--- src/rtl/jt900h_pkg.sv ---
// Shared constants for the jt900h instruction fetch path.
package jt900h_pkg;

    localparam int unsigned AW         = 24;  // byte address width
    localparam int unsigned WORD_BYTES = 4;   // bytes per RAM fetch word
    localparam int unsigned USE_W      = 3;   // width of the decoder pop count

endpackage

--- src/rtl/jt900h_prefetch_buf.sv ---
// Circular byte buffer: 4-byte masked write port, 4-byte read window, byte count.
module jt900h_prefetch_buf
    import jt900h_pkg::*;
#(
    parameter  int unsigned DEPTH = 8,
    localparam int unsigned PW    = $clog2(DEPTH),
    localparam int unsigned CW    = PW + 1
) (
    input  logic                      rst_n,
    input  logic                      clk,
    input  logic                      cen,
    input  logic                      flush,
    input  logic                      wr_en,
    input  logic [WORD_BYTES*8-1:0]   wr_data,
    input  logic [WORD_BYTES-1:0]     wr_mask,
    input  logic [USE_W-1:0]          rd_use,
    output logic [WORD_BYTES*8-1:0]   rd_data,
    output logic [CW-1:0]             cnt
);

    logic [7:0]    mem [DEPTH];
    logic [PW-1:0] rd_ptr;
    logic [PW-1:0] wr_ptr;
    logic [CW-1:0] use_n;
    logic [CW-1:0] pop_n;
    logic [CW-1:0] push_n;

    // Write mask is contiguous from bit 0, so masked bytes pack at wr_ptr.
    always_comb begin
        use_n  = CW'(rd_use);
        pop_n  = (use_n > cnt) ? cnt : use_n;
        push_n = '0;
        for (int j = 0; j < WORD_BYTES; j++) begin
            push_n = push_n + CW'(wr_mask[j]);
        end
        if (!wr_en) push_n = '0;
    end

    always_comb begin
        rd_data = '0;
        for (int i = 0; i < WORD_BYTES; i++) begin
            rd_data[8*i +: 8] = mem[rd_ptr + PW'(i)];
        end
    end

    always_ff @(posedge clk or negedge rst_n) begin
        if (!rst_n) begin
            rd_ptr <= '0;
            wr_ptr <= '0;
            cnt    <= '0;
            for (int k = 0; k < DEPTH; k++) mem[k] <= '0;
        end else if (cen) begin
            if (flush) begin
                rd_ptr <= '0;
                wr_ptr <= '0;
                cnt    <= '0;
            end else begin
                rd_ptr <= rd_ptr + pop_n[PW-1:0];
                wr_ptr <= wr_ptr + push_n[PW-1:0];
                cnt    <= cnt - pop_n + push_n;
                for (int j = 0; j < WORD_BYTES; j++) begin
                    if (wr_en && wr_mask[j]) mem[wr_ptr + PW'(j)] <= wr_data[8*j +: 8];
                end
            end
        end
    end

endmodule

--- src/rtl/jt900h_prefetch.sv ---
// Instruction prefetch queue in front of jt900h_ramctl: fetch address, skip and align control.
// Define JT900H_QPC_EN to add the q_pc output (byte address of q_dout[7:0]).
module jt900h_prefetch
    import jt900h_pkg::*;
#(
    parameter int unsigned DEPTH = 8
) (
    input  logic                     rst_n,
    input  logic                     clk,
    input  logic                     cen,
    input  logic                     pc_load,
    input  logic [AW-1:0]            pc_new,
    output logic [AW-1:0]            req_addr,
    input  logic [31:0]              dout,
    input  logic                     ram_rdy,
    output logic [31:0]              q_dout,
    output logic [$clog2(DEPTH):0]   q_cnt,
`ifdef JT900H_QPC_EN
    output logic [AW-1:0]            q_pc,
`endif
    input  logic [USE_W-1:0]         q_use
);

    localparam int unsigned CW = $clog2(DEPTH) + 1;

    logic [AW-3:0] addr_q;
    logic          skip_q;
    logic [1:0]    align_q;
    logic          push;
    logic [31:0]   wr_data;
    logic [3:0]    wr_mask;

    assign req_addr = {addr_q, 2'b00};

    // Push is judged on the pre-pop count so a full word always fits.
    assign push    = ram_rdy && !skip_q && !pc_load && (q_cnt <= CW'(DEPTH - WORD_BYTES));
    assign wr_data = dout >> {align_q, 3'b000};
    assign wr_mask = 4'b1111 >> align_q;

    always_ff @(posedge clk or negedge rst_n) begin
        if (!rst_n) begin
            addr_q  <= '0;
            skip_q  <= 1'b0;
            align_q <= 2'd0;
        end else if (cen) begin
            if (pc_load) begin
                addr_q  <= pc_new[AW-1:2];
                align_q <= pc_new[1:0];
                // A word returning this very cycle is the stale one; nothing left to drop.
                skip_q  <= !ram_rdy;
            end else begin
                if (ram_rdy && skip_q) skip_q <= 1'b0;
                if (push) begin
                    addr_q  <= addr_q + 1'b1;
                    align_q <= 2'd0;
                end
            end
        end
    end

    jt900h_prefetch_buf #(
        .DEPTH (DEPTH)
    ) u_buf (
        .rst_n   (rst_n),
        .clk     (clk),
        .cen     (cen),
        .flush   (pc_load),
        .wr_en   (push),
        .wr_data (wr_data),
        .wr_mask (wr_mask),
        .rd_use  (q_use),
        .rd_data (q_dout),
        .cnt     (q_cnt)
    );

`ifdef JT900H_QPC_EN
    logic [CW-1:0] pc_use_n;

    assign pc_use_n = (CW'(q_use) > q_cnt) ? q_cnt : CW'(q_use);

    always_ff @(posedge clk or negedge rst_n) begin
        if (!rst_n) begin
            q_pc <= '0;
        end else if (cen) begin
            if (pc_load) q_pc <= pc_new;
            else         q_pc <= q_pc + AW'(pc_use_n);
        end
    end
`endif

endmodule
--- config.mk ---
export PLATFORM = sky130hd
export DESIGN_NAME = jt900h_prefetch
export DESIGN_NICKNAME = d
export VERILOG_FILES = /design/src/rtl/jt900h_pkg.sv /design/src/rtl/jt900h_prefetch_buf.sv /design/src/rtl/jt900h_prefetch.sv
export SDC_FILE = /design/constraint.sdc
export NUM_CORES = 1
export LEC_CHECK = 0
export BUFFER_PORTS_ARGS = -buffer_cell sky130_fd_sc_hd__buf_2
export CAP_MARGIN = 20
export CORE_ASPECT_RATIO = 0.5
export CORE_UTILIZATION = 43
export CTS_CLUSTER_DIAMETER = 50
export DETAILED_ROUTE_END_ITERATION = 8
export PLACE_DENSITY_LB_ADDON = 0.12
export SLEW_MARGIN = 20
export SYNTH_ARGS = -nofsm -noshare
export SYNTH_HDL_FRONTEND = slang
export SYNTH_SLANG_ARGS = --single-unit
--- constraint.sdc ---
create_clock -name clk -period 5.2 [get_ports clk]
set_clock_uncertainty 0.2 [all_clocks]
set_input_delay 0.52 -clock clk [delete_from_list [all_inputs] [get_ports clk]]
set_output_delay 0.52 -clock clk [all_outputs]
set_load 0.01 [all_outputs]
* Yosys cells after proc, flatten, opt, wreduce, memory -nomap -nowiden
Cells that the tools add are included.
** Storage, ports and cells
- Register bits after elaboration :: 99
- Bits in latches :: 0
- Bits in writable memories :: 0
- ROM bits :: 0
- Bits of input ports :: 64
- Output and inout bits :: 60
- Memories kept :: 0
** Cells by class
- Add/sub/neg operators :: 14
- Multipliers :: 0
- Divide/modulo/power cells :: 0
- Magnitude comparators :: 14
- Eq/ne operators :: 0
- Shift operators :: 2
- Muxes and demuxes :: 45
- Bitwise gates (word level) :: 9
- Reduce and logical (&&, ||, !) cells :: 20
** Operators by type and width (number)
- $mux W64 :: 10
- $bwmux W64 :: 4
- $bmux W8 S3 :: 4
- $demux W8 S3 :: 4
- $mux W8 :: 12
- $mux W22 :: 2
- $ge A4 B4 Y1 const B :: 8
- $not A3 Y4 :: 8
- $shr A32 B5 Y32 :: 1
- $add A22 B1 Y22 const B :: 1
- $lt A4 B1 Y1 const B :: 4
- $add A3 B2 Y3 const B :: 4
- $logic_and A1 B1 Y1 :: 12
- $mux W4 :: 3
- $add A4 B1 Y4 :: 2
- $add A3 B1 Y3 const B :: 2
- $add A3 B3 Y3 :: 2
- $mux W3 :: 2
- $reduce_and A2 Y1 :: 3
- $add A4 B4 Y4 :: 1
- $gt A3 B4 Y1 :: 1
- $le A4 B3 Y1 const B :: 1
- $mux W2 :: 2
- $reduce_bool A2 Y1 :: 2
- other kinds (6) :: 9

* Logic depth before layout (Yosys ltp)
- Depth after elaboration :: 19
- Depth in mapped cells :: 16
- Gate-level depth less buffers :: 16

* Modules after synthesis
From an unflattened synthesis, not the netlist that was laid out.
** Unflattened totals
- Cell total of the unflattened synthesis :: 1238
- Area total of the unflattened synthesis :: 10093.4 µm²
** Modules (own cells, without submodules)
- jt900h_prefetch_buf :: times used 1, cells an instance 956, area an instance 7957.6 µm²
- jt900h_prefetch :: times used 1, cells an instance 282, area an instance 2135.8 µm²

* Worst setup path before layout
Ideal clock, no wire load.
- Path kind :: reg-to-output
- From :: register u_buf.rd_ptr[0]
- To :: output q_dout[24]
- Data arrival time :: 3.041 ns
- Data required time :: 4.480 ns
- Path slack :: 1.439 ns
- Stages on the path, launching flop included :: 8
- Path buffers :: 3
- Cells stage by stage :: dfrtp_1 clkbuf_1 clkbuf_1 buf_2 inv_1 ha_1 xnor2_1 mux4_2
** On the way
- Word-level cells in the longest chain between the ends :: 5
** Ends and longest elaborated chain
- start, declared :: line jt900h_prefetch_buf.sv:22 : logic [PW-1:0] rd_ptr;
- start signal, assigned :: line jt900h_prefetch_buf.sv:58 : rd_ptr <= rd_ptr + pop_n[PW-1:0];
- $add A3 B2 Y3 :: line jt900h_prefetch_buf.sv:42 : rd_data[8*i +: 8] = mem[rd_ptr + PW'(i)];
- $not A3 Y4 (not written as such) :: line jt900h_prefetch_buf.sv:42
- $bmux W8 S3 :: line jt900h_prefetch_buf.sv:42
- $mux W8 (not written as such) (2 in series) :: line jt900h_prefetch_buf.sv:42
- end, declared :: line jt900h_prefetch.sv:16 : output logic [31:0] q_dout,
Every way passes these cells. The select of a mux whose other input is x is not followed.

* Worst setup path in the final report
- From :: register u_buf.cnt[3]
- To :: register u_buf.cnt[3]
** On the way
- Word-level cells in the longest chain between the ends :: 5
- Elaborated cells on any way between the ends :: 8
** Ends and longest elaborated chain
- start, declared :: line jt900h_prefetch_buf.sv:18 : output logic [CW-1:0] cnt
- start signal, assigned :: line jt900h_prefetch_buf.sv:60 : cnt <= cnt - pop_n + push_n;
- $gt A3 B4 Y1 / $le A4 B3 Y1 (equally long branches) :: line jt900h_prefetch_buf.sv:31, jt900h_prefetch.sv:36
- $mux W4 / $logic_and A1 B1 Y1 (equally long branches) :: line jt900h_prefetch_buf.sv:31, jt900h_prefetch.sv:36
- $sub A4 B4 Y4 / $mux W4 (equally long branches) :: line jt900h_prefetch_buf.sv:60, jt900h_prefetch_buf.sv:36
- $add A4 B4 Y4 (*) :: line jt900h_prefetch_buf.sv:60
- $mux W4 (*) :: line jt900h_prefetch_buf.sv:53 : if (flush) begin
Every way passes the cells marked *; elsewhere a longest branch is shown, timed or not.
A chain may end at the register's enable or synchronous reset.

==> flow_metrics.py <==
metrics = {
    "status": {
        "status": "finished, final reports clean",
    },
    "setup_path": {
        "r2r_setup_slack_ns": 1.34,
        "cp_max_fo": 19,
        "crit_required_ns": 5.29,
        "worstSetupPathType": "reg -> reg",
        "cp-start-kind": "register",
        "crit_path_end_kind": "register",
        "arrival_ns": 3.95,
    },
    "clock_tree": {
        "cts_sinks": 99,
        "cts-resized-gates": 0,
        "cts_root_buf": "clkbuf_16",
        "hold_buffers": 0,
        "cts_setup_buffers": 0,
        "path_clk_slew_ns": 0.07,
        "cts_tree": "built",
        "cts_buffers": 9,
        "insertion_delay_ns": 0.37,
        "htree_num_levels": 3,
        "cts_buffer_depth": 2,
    },
    "route": {
        "wirelength_um": 35100,
        "drc": 0,
        "wl_per_cell_um": 23.8,
        "antenna_left": 0,
        "first_iter_violations": 1309,
        "firstDrtPassIters": 6,
        "via_per_inst": 6.45,
        "num_vias": 9497,
    },
    "pwr": {
        "power.total_mw": 4.62,
        "vdd_drop_max_v": 0.000214,
        "p_leak_nw": 4.24,
        "p_per_area_mw_per_mm2": 444,
    },
    "die": {
        "initial_core_util": 0.448,
        "rows": 37,
        "die_h_um": 106,
        "core_mm2": 0.0210,
        "chipWidth_um": 211,
        "dieArea_mm2": 0.0225,
        "ioPinCount": 124,
    },
    "grt": {
        "grt_use_met3": 0.128,
        "antenna_found_initial": 1,
        "grt_pass1_wl_um": 52800,
        "use_met2": 0.419,
        "overflow": 0,
        "met1_usage": 0.465,
        "grt.busiest_layer": "met1",
        "grt_use_total": 0.316,
        "grt_pass1_vias": 8609,
        "grt_max_degree": 61,
    },
    "finish": {
        "syn_to_final_growth_pct": 10.9,
        "layout-drive-gt1-share": 0.235,
        "design_area_mm2": 0.0104,
        "multiInputGateArea_mm2": 0.00643,
        "n_antenna_cell": 0,
        "regArea_mm2": 0.00248,
        "nets": 1261,
        "stdcell_count": 1473,
        "fill_cells": 1970,
        "finish.utilization": 0.496,
    },
    "logic_synthesis": {
        "yosys.area.top_type": "dfrtp_1",
        "synth_area_per_cell_um2": 8.47,
        "synth_flop_cell": "dfrtp_1",
        "yosysTopAreaCellShare": 0.264,
        "synth-async-reset-ratio": 1.00,
        "syn_area_mm2": 0.00939,
        "synth_edf_count": 0,
        "ys_seq_elements": 99,
        "yosys.cell_count.top_type": "nand2_1",
        "ys_seq_area_frac": 0.264,
        "synth_cells": 1108,
        "synth_common_cells": "140 x nand2_1, 99 x dfrtp_1, 79 x nor2_1",
        "synth.area.top_cells": "dfrtp_1 26%, mux2_2 8.4%, mux2i_1 7.1%, mux4_2 5.8%, nand2_1 5.6%",
        "yosys_warnings": 0,
        "yosysUniqueCellTypes": 75,
    },
    "placement": {
        "finalWeightedCongestion": 0.994,
        "placedCellCount": 1457,
        "portBuffers": 121,
        "post-place-ws_ns": 1.16,
        "placed_area_mm2": 0.0101,
        "dp_hpwl_um": 26600,
    },
    "timing": {
        "worstMarginPinSlew_ns": 0.981,
        "maxSlewHeadroom": 0.328,
        "max_freq_mhz": 259,
        "rsz0062_at_grt": "false",
        "tns_ns": 0,
        "holdWs_ns": 0.0474,
        "finalCriticalPeriod_ns": 3.86,
        "fin_ws_ns": 1.34,
        "hold_viol_final": 0,
        "finalCritPeriodShare": 0.743,
        "finalMaxSlewViolations": 0,
        "setup_viol": 0,
    },
    "flow_run": {
        "max_cap_viol_count": 0,
    },
    "worst_hold_path": {
        "hp-class": "in -> async",
    },
}
critical path, stage by stage, from the launching register on:
cell and delay [ns]:
dfrtp_1 0.46, or4b_1 0.69, nor2_4 0.41, nand2_1 0.19
fa_1 0.53, inv_1 0.07, ha_1 0.29, a21o_1 0.15
a21oi_1 0.18, xnor2_1 0.16, nand2_1 0.07, mux2_2 0.28
o22ai_1 0.11
power breakdown:
group / internal, mW / total (mW) / switching [mW]
clock network: 0.332 / 0.675 / 0.343
registers: 0.987 / 1.40 / 0.410
logic: 1.18 / 2.55 / 1.37
total: 2.50 / 4.62 / 2.12
flip-flops by register name (all words and copies together), names as in the netlist:
name,cells
addr_q,22
align_q,2
skip_q,1
u_buf.cnt,4
u_buf.mem,64
u_buf.rd_ptr,3
u_buf.wr_ptr,3
path summary, 6_finish.rpt:
check,startpoint,end,cells after the start
min,rst_n,addr_q[3]$_DFFE_PN0P_,1
min reg2reg,u_buf.mem[33]$_DFFE_PN0P_,u_buf.mem[33]$_DFFE_PN0P_,1
max,u_buf.cnt[3]$_DFFE_PN0P_,u_buf.cnt[3]$_DFFE_PN0P_,12
max in group asynchronous,rst_n,u_buf.mem[0]$_DFFE_PN0P_,2
max reg2reg,u_buf.cnt[3]$_DFFE_PN0P_,u_buf.cnt[3]$_DFFE_PN0P_,12
min in group clk,ram_rdy,skip_q$_DFFE_PN0P_,2
placed cells by master, fill, tap and decap left out, types with 8 or more instances in the layout:
master	n
a21oi_1	73
a221oi_1	9
a22oi_1	19
a31oi_1	12
and3_1	14
and4_1	12
buf_2	120
buf_4	17
clkbuf_16	9
dfrtp_1	98
ha_1	16
inv_1	29
mux2_2	70
mux2i_1	67
mux4_2	24
nand2_1	139
nand3_1	31
nand4_1	19
nor2_1	79
nor2b_1	8
nor3_1	24
o21a_1	21
o21ai_0	73
o221ai_1	44
o22ai_1	22
logic make-up after synthesis:
logic type	share of synthesized area
buffers and inverters	0.0522
xor gates and xnor gates	0.00933
adders and majority gates	0.0320
muxes	0.213
other	0.000399
AOI/OAI and AO/OA	0.232
DFF	0.264
and+or+nand+nor	0.197
per-layer routing:
layer	vias up	part of all wire
li1	4349	-
met1	4563	0.46
met2	543	0.39
met3	40	0.13
met4	2	0.013
met5	-	0.00023
cell type report:
class / instances / area share
tap: 292 / 0.0351
clock buffer: 10 / 0.0220
timing repair buffer: 137 / 0.0699
sequential: 99 / 0.238
inverter: 34 / 0.0123
multi-input combinational: 895 / 0.618
clock inverter: 6 / 0.00469
Power figures use the tool's default switching activity.
